## config.mk

```make
export PLATFORM = sky130hd
export DESIGN_NAME = gsr_sp_sequencer
export DESIGN_NICKNAME = d
export VERILOG_FILES = /design/src/rtl/gsr_seq_pkg.sv /design/src/rtl/gsr_seq_timer.sv /design/src/rtl/gsr_sp_sequencer.sv
export SDC_FILE = /design/constraint.sdc
export NUM_CORES = 1
export LEC_CHECK = 0
export CAP_MARGIN = 10
export CORE_MARGIN = 2
export CORE_UTILIZATION = 44
export CTS_CLUSTER_DIAMETER = 50
export CTS_CLUSTER_SIZE = 28
export DETAILED_ROUTE_END_ITERATION = 16
export PLACE_DENSITY_LB_ADDON = 0.1
export SETUP_SLACK_MARGIN = 0.5
export SLEW_MARGIN = 25
export SYNTH_ARGS = -nofsm -noshare
export SYNTH_HDL_FRONTEND = slang
export SYNTH_SLANG_ARGS = --single-unit
```

## constraint.sdc

```tcl
create_clock -name clk -period 1.8 [get_ports clk]
set_input_delay 0.36 -clock clk [delete_from_list [all_inputs] [get_ports clk]]
set_output_delay 0.36 -clock clk [all_outputs]
set_load 0.02 [all_outputs]
```

## src/rtl/gsr_seq_pkg.sv

```systemverilog
// Shared definitions for the GSR/SP power-up sequencer: state encoding,
// counter/index sizing helpers and parameter legality check.
package gsr_seq_pkg;

  typedef enum logic [1:0] {
    ST_ASSERT = 2'd0,
    ST_SETTLE = 2'd1,
    ST_STAGE  = 2'd2,
    ST_RUN    = 2'd3
  } seq_state_e;

  // One counter serves every state, so it is sized for the longest interval.
  function automatic int cnt_width(input int hold_cyc, input int settle_cyc, input int stage_gap);
    int m;
    m = hold_cyc;
    if (settle_cyc > m) m = settle_cyc;
    if (stage_gap > m) m = stage_gap;
    return (m + 1 > 2) ? $clog2(m + 1) : 1;
  endfunction

  function automatic int bank_width(input int n_banks);
    return (n_banks > 1) ? $clog2(n_banks) : 1;
  endfunction

  function automatic bit params_legal(input int hold_cyc, input int settle_cyc,
                                      input int n_banks, input int stage_gap);
    return (hold_cyc >= 1) && (settle_cyc >= 0) && (n_banks >= 1) && (stage_gap >= 1);
  endfunction

endpackage

```

## src/rtl/gsr_seq_timer.sv

```systemverilog
// Shared interval counter for the sequencer: clears to zero, can be frozen,
// and flags when the count equals the terminal value chosen by the current state.
module gsr_seq_timer #(
  parameter int W = 4
) (
  input  logic         clk,
  input  logic         rst_n,
  input  logic         clr,
  input  logic         hold,
  input  logic [W-1:0] term,
  output logic         tc
);

  logic [W-1:0] count;

  // Clear wins over hold so a state change always restarts the interval.
  always_ff @(posedge clk or negedge rst_n) begin
    if (!rst_n) begin
      count <= '0;
    end else if (clr) begin
      count <= '0;
    end else if (!hold) begin
      count <= count + 1'b1;
    end
  end

  assign tc = (count == term);

endmodule

```

## src/rtl/gsr_sp_sequencer.sv

```systemverilog
// Power-up / soft-reset sequencer: holds GSRN low, then releases the per-bank
// SP enables as a thermometer, and re-runs the whole sequence on an accepted request.
module gsr_sp_sequencer
  import gsr_seq_pkg::*;
#(
  parameter int HOLD_CYC   = 16,
  parameter int SETTLE_CYC = 4,
  parameter int N_BANKS    = 4,
  parameter int STAGE_GAP  = 2
) (
  input  logic               clk,
  input  logic               rst_n,
  input  logic               req,
  input  logic               pause,
  output logic               gsrn,
  output logic [N_BANKS-1:0] sp_en,
  output logic               ack,
  output logic               busy,
  output logic               done
);

  localparam int TW = cnt_width(HOLD_CYC, SETTLE_CYC, STAGE_GAP);
  localparam int BW = bank_width(N_BANKS);
  localparam logic [TW-1:0] HOLD_TERM   = TW'(HOLD_CYC - 1);
  localparam logic [TW-1:0] SETTLE_TERM = TW'((SETTLE_CYC > 0) ? SETTLE_CYC - 1 : 0);
  localparam logic [TW-1:0] GAP_TERM    = TW'(STAGE_GAP - 1);
  localparam logic [BW-1:0] LAST_BANK   = BW'(N_BANKS - 1);

  if (!params_legal(HOLD_CYC, SETTLE_CYC, N_BANKS, STAGE_GAP)) begin : g_bad_params
    $error("gsr_sp_sequencer: HOLD_CYC, N_BANKS and STAGE_GAP must be >= 1, SETTLE_CYC >= 0");
  end

  seq_state_e         state, state_nx;
  logic [BW-1:0]      bank, bank_nx;
  logic [N_BANKS-1:0] sp_en_nx;
  logic               gsrn_nx, ack_nx, busy_nx, done_nx;
  logic               tmr_clr, tmr_hold, tmr_tc;
  logic [TW-1:0]      tmr_term;

  gsr_seq_timer #(
    .W(TW)
  ) u_timer (
    .clk  (clk),
    .rst_n(rst_n),
    .clr  (tmr_clr),
    .hold (tmr_hold),
    .term (tmr_term),
    .tc   (tmr_tc)
  );

  // Next-state and next-output logic; pause leaves every register untouched except ack.
  always_comb begin
    state_nx = state;
    bank_nx  = bank;
    gsrn_nx  = gsrn;
    sp_en_nx = sp_en;
    ack_nx   = 1'b0;
    busy_nx  = busy;
    done_nx  = done;
    tmr_clr  = 1'b0;
    tmr_hold = 1'b1;
    tmr_term = '0;
    if (!pause) begin
      tmr_hold = 1'b0;
      case (state)
        ST_ASSERT: begin
          tmr_term = HOLD_TERM;
          if (tmr_tc) begin
            state_nx = (SETTLE_CYC == 0) ? ST_STAGE : ST_SETTLE;
            gsrn_nx  = 1'b1;
            tmr_clr  = 1'b1;
          end
        end
        ST_SETTLE: begin
          tmr_term = SETTLE_TERM;
          if (tmr_tc) begin
            state_nx = ST_STAGE;
            tmr_clr  = 1'b1;
          end
        end
        ST_STAGE: begin
          // Bank 0 goes at the end of the first stage cycle, later banks every STAGE_GAP.
          tmr_term = sp_en[0] ? GAP_TERM : '0;
          if (tmr_tc) begin
            sp_en_nx[bank] = 1'b1;
            tmr_clr        = 1'b1;
            if (bank == LAST_BANK) begin
              state_nx = ST_RUN;
              busy_nx  = 1'b0;
              done_nx  = 1'b1;
            end else begin
              bank_nx = bank + 1'b1;
            end
          end
        end
        ST_RUN: begin
          tmr_hold = 1'b1;
          if (req) begin
            state_nx = ST_ASSERT;
            bank_nx  = '0;
            gsrn_nx  = 1'b0;
            sp_en_nx = '0;
            ack_nx   = 1'b1;
            busy_nx  = 1'b1;
            done_nx  = 1'b0;
            tmr_clr  = 1'b1;
          end
        end
        default: begin
          state_nx = ST_ASSERT;
        end
      endcase
    end
  end

  always_ff @(posedge clk or negedge rst_n) begin
    if (!rst_n) begin
      state <= ST_ASSERT;
      bank  <= '0;
      gsrn  <= 1'b0;
      sp_en <= '0;
      ack   <= 1'b0;
      busy  <= 1'b1;
      done  <= 1'b0;
    end else begin
      state <= state_nx;
      bank  <= bank_nx;
      gsrn  <= gsrn_nx;
      sp_en <= sp_en_nx;
      ack   <= ack_nx;
      busy  <= busy_nx;
      done  <= done_nx;
    end
  end

endmodule

```

Yosys cells after proc, flatten, opt, wreduce, memory -nomap -nowiden

Cells that the tools add are included.

Add/sub/neg operators: 2
$lt $le $gt $ge: 2
Equality and inequality tests: 12
Multiplexer cells: 37
Bitwise operators: 2
Reduce and logical (&&, ||, !) cells: 10

Operators by type and width:

| kind                  | number |
|---|---|
| $mux W1               | 16 |
| $mux W2               | 7 |
| $ne A2 B2 Y1 const B  | 7 |
| $mux W4               | 3 |
| $pmux W4 S3           | 1 |
| $mux W5               | 2 |
| $reduce_and A5 Y1     | 2 |
| $pmux W1 S2           | 4 |
| $pmux W2 S4           | 1 |
| $pmux W4 S2           | 1 |
| $reduce_and A4 Y1     | 2 |
| $eq A2 B2 Y1 const B  | 3 |
| $reduce_and A6 Y1     | 1 |
| $add A5 B1 Y5 const B | 1 |
| $eq A5 B4 Y1          | 1 |
| $or A4 B4 Y4          | 1 |
| $pmux W2 S2           | 1 |
| $reduce_bool A2 Y1    | 2 |
| $lt A2 B3 Y1 const B  | 1 |
| $reduce_or A3 Y1      | 1 |
| $add A2 B1 Y2 const B | 1 |
| $demux W1 S2          | 1 |
| $eq A2 B1 Y1 const B  | 1 |
| $ge A2 B1 Y1 const B  | 1 |
| other kinds (3)       | 3 |

Register bits: 17
Input bits: 4

Longest topological paths before layout

Gate-level depths: netlist of run 1.

Depth after elaboration: 8
Mapped depth: 9

Cells and area by module

Synthesis of run 1 repeated with hierarchy kept, for this count alone.

Cells, all modules: 104
Area total of the unflattened synthesis: 1061.0 µm²

Modules (own cells, without submodules):

| module           | instances | cells an instance | area an instance (µm²) |
|---|---|---|---|
| gsr_sp_sequencer | 1         | 78                | 782.0 |
| gsr_seq_timer    | 1         | 26                | 279.0 |

Worst setup path before layout of run 1

No wires, ideal clock.

Kind: reg-to-reg
Start point: reg state[0]
End point: reg done
Setup time: 0.126 ns
Arrival time: 1.877 ns
Required time: 1.674 ns
Slack: -0.203 ns
Stages on the path, launching flop included: 10
Path buffers: 2
Period minus slack after synthesis: 2.003 ns
Path through: dfrtp_1 -> ha_1 -> buf_6 -> nor2_4 -> a21boi_4 -> xnor2_2 -> and3_4 -> buf_6 -> nand2_1 -> a311o_1

Cells in the longest elaborated chain, start to end: 6
Elaborated cells on any way between the ends: 13
Classes of those cells: eq/ne: 7; mux: 3; reduce/logical: 3

Ends and longest elaborated chain:

| element                                    | line                    | source |
|---|---|---|
| from (decl)                                | gsr_sp_sequencer.sv:33  | `seq_state_e state, state_nx;` |
| from (signal assigned)                     | gsr_sp_sequencer.sv:126 | `state <= state_nx;` |
| $eq A2 B2 Y1, or another cell as far along | gsr_sp_sequencer.sv:65  | `case (state)` |
| $pmux W4 S3                                | gsr_sp_sequencer.sv:65  |  |
| $mux W4                                    | gsr_sp_sequencer.sv:63  | `if (!pause) begin` |
| $eq A5 B4 Y1                               | gsr_seq_timer.sv:27     | `assign tc = (count == term);` |
| $ne A2 B2 Y1 (no line)                     | -                       |  |
| $reduce_and A5 Y1 (no line)                | -                       |  |
| to (signal assigned)                       | gsr_sp_sequencer.sv:132 | `done <= done_nx;` |
| to (decl)                                  | gsr_sp_sequencer.sv:19  | `output logic done` |

Parallel ways exist; a longest one is shown, timed or not.
A chain may end at the register's enable or synchronous reset.

Worst setup path in the final report of run 1

Start point: reg state[0]
End point: reg state[1]

Cells in the longest elaborated chain, start to end: 6
Elaborated cells on any way between the ends: 14
Classes of those cells: eq/ne: 9; mux: 3; reduce/logical: 2

Ends and longest elaborated chain:

| element                                    | line |
|---|---|
| $eq A2 B2 Y1, or another cell as far along | gsr_sp_sequencer.sv:65 |
| $pmux W4 S3                                | gsr_sp_sequencer.sv:65 |
| $mux W4                                    | gsr_sp_sequencer.sv:63 |
| $eq A5 B4 Y1                               | gsr_seq_timer.sv:27 |
| $ne A2 B2 Y1 (no line)                     | - |
| $reduce_and A6 Y1 (no line)                | - |

Parallel ways exist; a longest one is shown, timed or not.

==> results of run 1 <==
==> worst max path at each step <==
| stage | from | end | slack, ns | cells past startpoint |
|---|---|---|---|---|
| after CTS | state[0] | state[1] | -0.15 | 8 |
| after detailed placement | pause | state[1] | -0.48 | 7 |
| after global routing | state[1] | gsrn | -0.24 | 9 |
| after floorplan | state[1] | done | -0.14 | 9 |
| after global placement | pause | state[1] | -0.40 | 7 |
| final | state[0] | state[1] | -0.17 | 8 |
==> placed cells by master, fill, tap and decap left out, types with 4 or more instances in the layout <==
cell type,instances
buf_2,7
buf_4,27
ha_1,6
dfrtp_1,16
nand2_1,8
buf_6,5
nor2_1,5
inv_1,10
o22ai_1,4
==> power by group through the flow <==
stage                     clock, mW  combinational [mW]  sequential (mW)
final                         0.227                1.92            0.713
after detailed placement          0                1.46            0.699
after CTS                     0.227                1.72            0.696
after floorplan                   0               0.817            0.760
after global placement            0                1.44            0.693
after global routing          0.239                2.08            0.729
==> per-stage QoR <==
stage | util (%) | area [µm²] | instances | setup WS, ns
2_1_floorplan | - | 1120 | 116 | -0.135
5_1_grt | 67.1 | 1630 | 187 | -0.236
4_1_cts | 63.1 | 1540 | 185 | -0.151
3_3_place_gp | 57.9 | 1410 | 175 | -0.399
3_5_place_dp | 57.9 | 1410 | 175 | -0.479
6_report | 67.1 | 1630 | 187 | -0.169
==> repair_timing <==
action | 4_1_cts | 5_1_grt
hold endpoints to repair | 0 | 0
endpoints found under the setup margin | 24 | 17
gates resized for setup | 57 | 14
pin swaps | 13 | 12
buffers inserted | 6 | 2
==> area by class of cell <==
| cell class | count | area [µm²] | area share (%) |
|---|---|---|---|
| clock buffers | 3 | 22.5 | 1.38 |
| clock inverters | 1 | 5.00 | 0.307 |
| inverters | 12 | 45.0 | 2.76 |
| multi-input cells | 82 | 773 | 47.4 |
| flip-flops and latches | 17 | 427 | 26.1 |
| well taps | 30 | 37.5 | 2.30 |
| repair buffers | 42 | 323 | 19.8 |
==> worst reg2reg max path, stage by stage, from the launching register on <==
cell and delay (ns):
dfrtp_1 0.44, buf_6 0.14, ha_4 0.18, nor2_4 0.09
a21boi_4 0.19, xnor2_2 0.13, and3_4 0.25, a32oi_4 0.13
mux2_4 0.32
==> registers in the layout (all words and copies together) (netlist names) <==
signal	cells
u_timer.count	5
sp_en	4
bank	2
state	2
ack	1
busy	1
done	1
gsrn	1
==> cell families (layout without fill, tap and decap cells) <==
family	Yosys count	count (layout)	synth area share [%]
simple gates	34	34	16.3
compound gates	33	33	21.4
buf+inv	17	58	7.13
mux	3	3	2.94
xor+xnor	2	2	2.27
flops	17	17	38.6
fa+ha+maj	10	10	11.3
==> routing by layer <==
layer / vias up / routed length, µm / GRT usage, %
li1: 502 / - / -
met1: 499 / 1390 / 30.2
met2: 18 / 1620 / 42.7
met3: 2 / 84 / 3.33
met4: 0 / 7 / 3.75
met5: - / 0 / 0
==> impl_metrics.json, run 1 <==
{
  "finalWeightedCongestion": 0.863,
  "clock_path_buffers": 2,
  "layout-drive-gt1-share_pct": 49.7,
  "critical_path_buf_inv_count": 1,
  "firstDrtPassIters": 4,
  "post-synth-top-area-fraction_pct": 36.2,
  "vdd_ir_drop_max_mv": 1.02,
  "tritoncts_clock_tree": "built",
  "timing.critical_path.cells": "buf_6 > ha_4 > nor2_4 > a21boi_4 > xnor2_2 > and3_4 > a32oi_4 > mux2_4",
  "switching_share_pct": 45.3,
  "synth.cell_area_um2": 1100,
  "seq_power_share_pct": 24.9,
  "die_y_um": 54.1,
  "cts_hold_buf": 0,
  "sequential_share_of_the_synthesized_area_pct": 38.6,
  "insertion_delay_to_the_later_sink_of_the_worst_skew_pair_ns": 0.30,
  "combPwrFrac_pct": 67.2,
  "power.net_switching_mw": 1.30,
  "async_flop_share_pct": 100,
  "antenna_violations_before_repair": 0,
  "hold_viol_final": 0,
  "final.fill_count": 199,
  "internal_power_mw": 1.57,
  "crit_path_top_delay_cell": "dfrtp_1",
  "route.detailed.wl_per_inst_um": 16.6,
  "detail_route.drc_violations": 0,
  "failing_checks": "negative setup slack",
  "cts.clk_slew.worst_paths_ns": 0.12,
  "timing.critical_path.max_delay_family": "flip-flops",
  "fin_worst_hold_slack_ns": 0.359,
  "worst-r2r-setup-slack_ns": -0.17,
  "fmax_mhz": 508,
  "cts_made_buffers": 3,
  "setup_viol": 14,
  "diodes": 0,
  "netlist_instances": 116,
  "ys_dominant_reg_cell": "dfrtp_1",
  "portBuffers": 11,
  "timing.hold.worst.class": "primary input to async pin",
  "clockPowerShare_pct": 7.9,
  "postLayoutSetupSlackWorst_ns": -0.169,
  "worstReg2RegEnd": "state[1]",
  "worst_path_largest_cell_delay_ns": 0.44,
  "critical_path_arrival_ns": 2.17,
  "crit_path_max_fanout": 5,
  "worstRegToRegCells": 8,
  "grt_overflow_total": 0,
  "postSynthAreaPerCell_um2": 9.52,
  "finalWirelength_um": 3100,
  "yosysWarnings": 0,
  "htreeDepth": 1,
  "ys_ff_latch": 17,
  "finClkSkew_ns": 0.00507,
  "drt_iter0_drc": 16,
  "die-width_um": 54.1,
  "finalNetCount": 172,
  "cts_root_cell": "clkbuf_4",
  "post_layout_total_power_mw": 2.86,
  "postSynthNetCount": 130,
  "min_period_over_period_pct": 109,
  "synth-edff-count": 0,
  "grt_start_max_net_pins": 15,
  "area_growth_syn_to_layout_pct": 47.8,
  "synth_most_common_cell": "dfrtp_1",
  "total_leakage_power_nw": 0.722,
  "worst_ep_required_time_ns": 2.00,
  "die_area_um2": 2930,
  "dp_hpwl_um": 2000,
  "status": "finished with violations",
  "report.final.slew_viol_count": 0,
  "synth.cells.most_frequent": "dfrtp_1 (16), inv_1 (12), ha_1 (10), nand2_1 (10), a21oi_1 (7)",
  "via_count_of_the_routed_design": 1021,
  "placeableCoreArea_um2": 2430,
  "critical_path.reg2reg.startpoint": "state[0]",
  "cells_taking_the_most_area_after_synthesis": "dfrtp_1 (36%), ha_1 (11%), inv_1 (4.1%), nand2_1 (3.4%), a21oi_1 (3.2%)",
  "drv_cap": 0,
  "min_period_ns": 1.97,
  "cts_sinks": 17,
  "timing.max_slew.rel_slack_pct": 69.2,
  "worst_slew_pin_slew_ns": 0.461,
  "track_usage_pct": 23.6,
  "route.detailed.vias_per_inst": 5.46,
  "grt_pass1_wl_um": 5000,
  "synth.lib_cells_used.distinct": 36,
  "synth.largest_area_cell": "dfrtp_1",
  "initial_utilization_pct": 45.4,
  "via_count_of_the_first_global_routing_pass": 1072,
  "ioPinCount": 12,
  "cp-end-kind": "register",
  "rsz0062_at_grt": "true",
  "crit_type": "register to register",
  "placement_rows": 18,
  "drt.antenna.violating_nets": 0,
  "power.density_nw_per_um2": 1750,
  "worst_setup_path_start_kind": "register",
  "totalNegativeSetupSlack_ns": -1.15
}
No activity file was read; power rests on OpenSTA's default activity.
==> run 2, diff against run 1 <==
- GPL_ROUTABILITY_DRIVEN: default -> 0
==> results of run 2 <==
No change in the layout: final DEF, timing and power equal those of run 1.
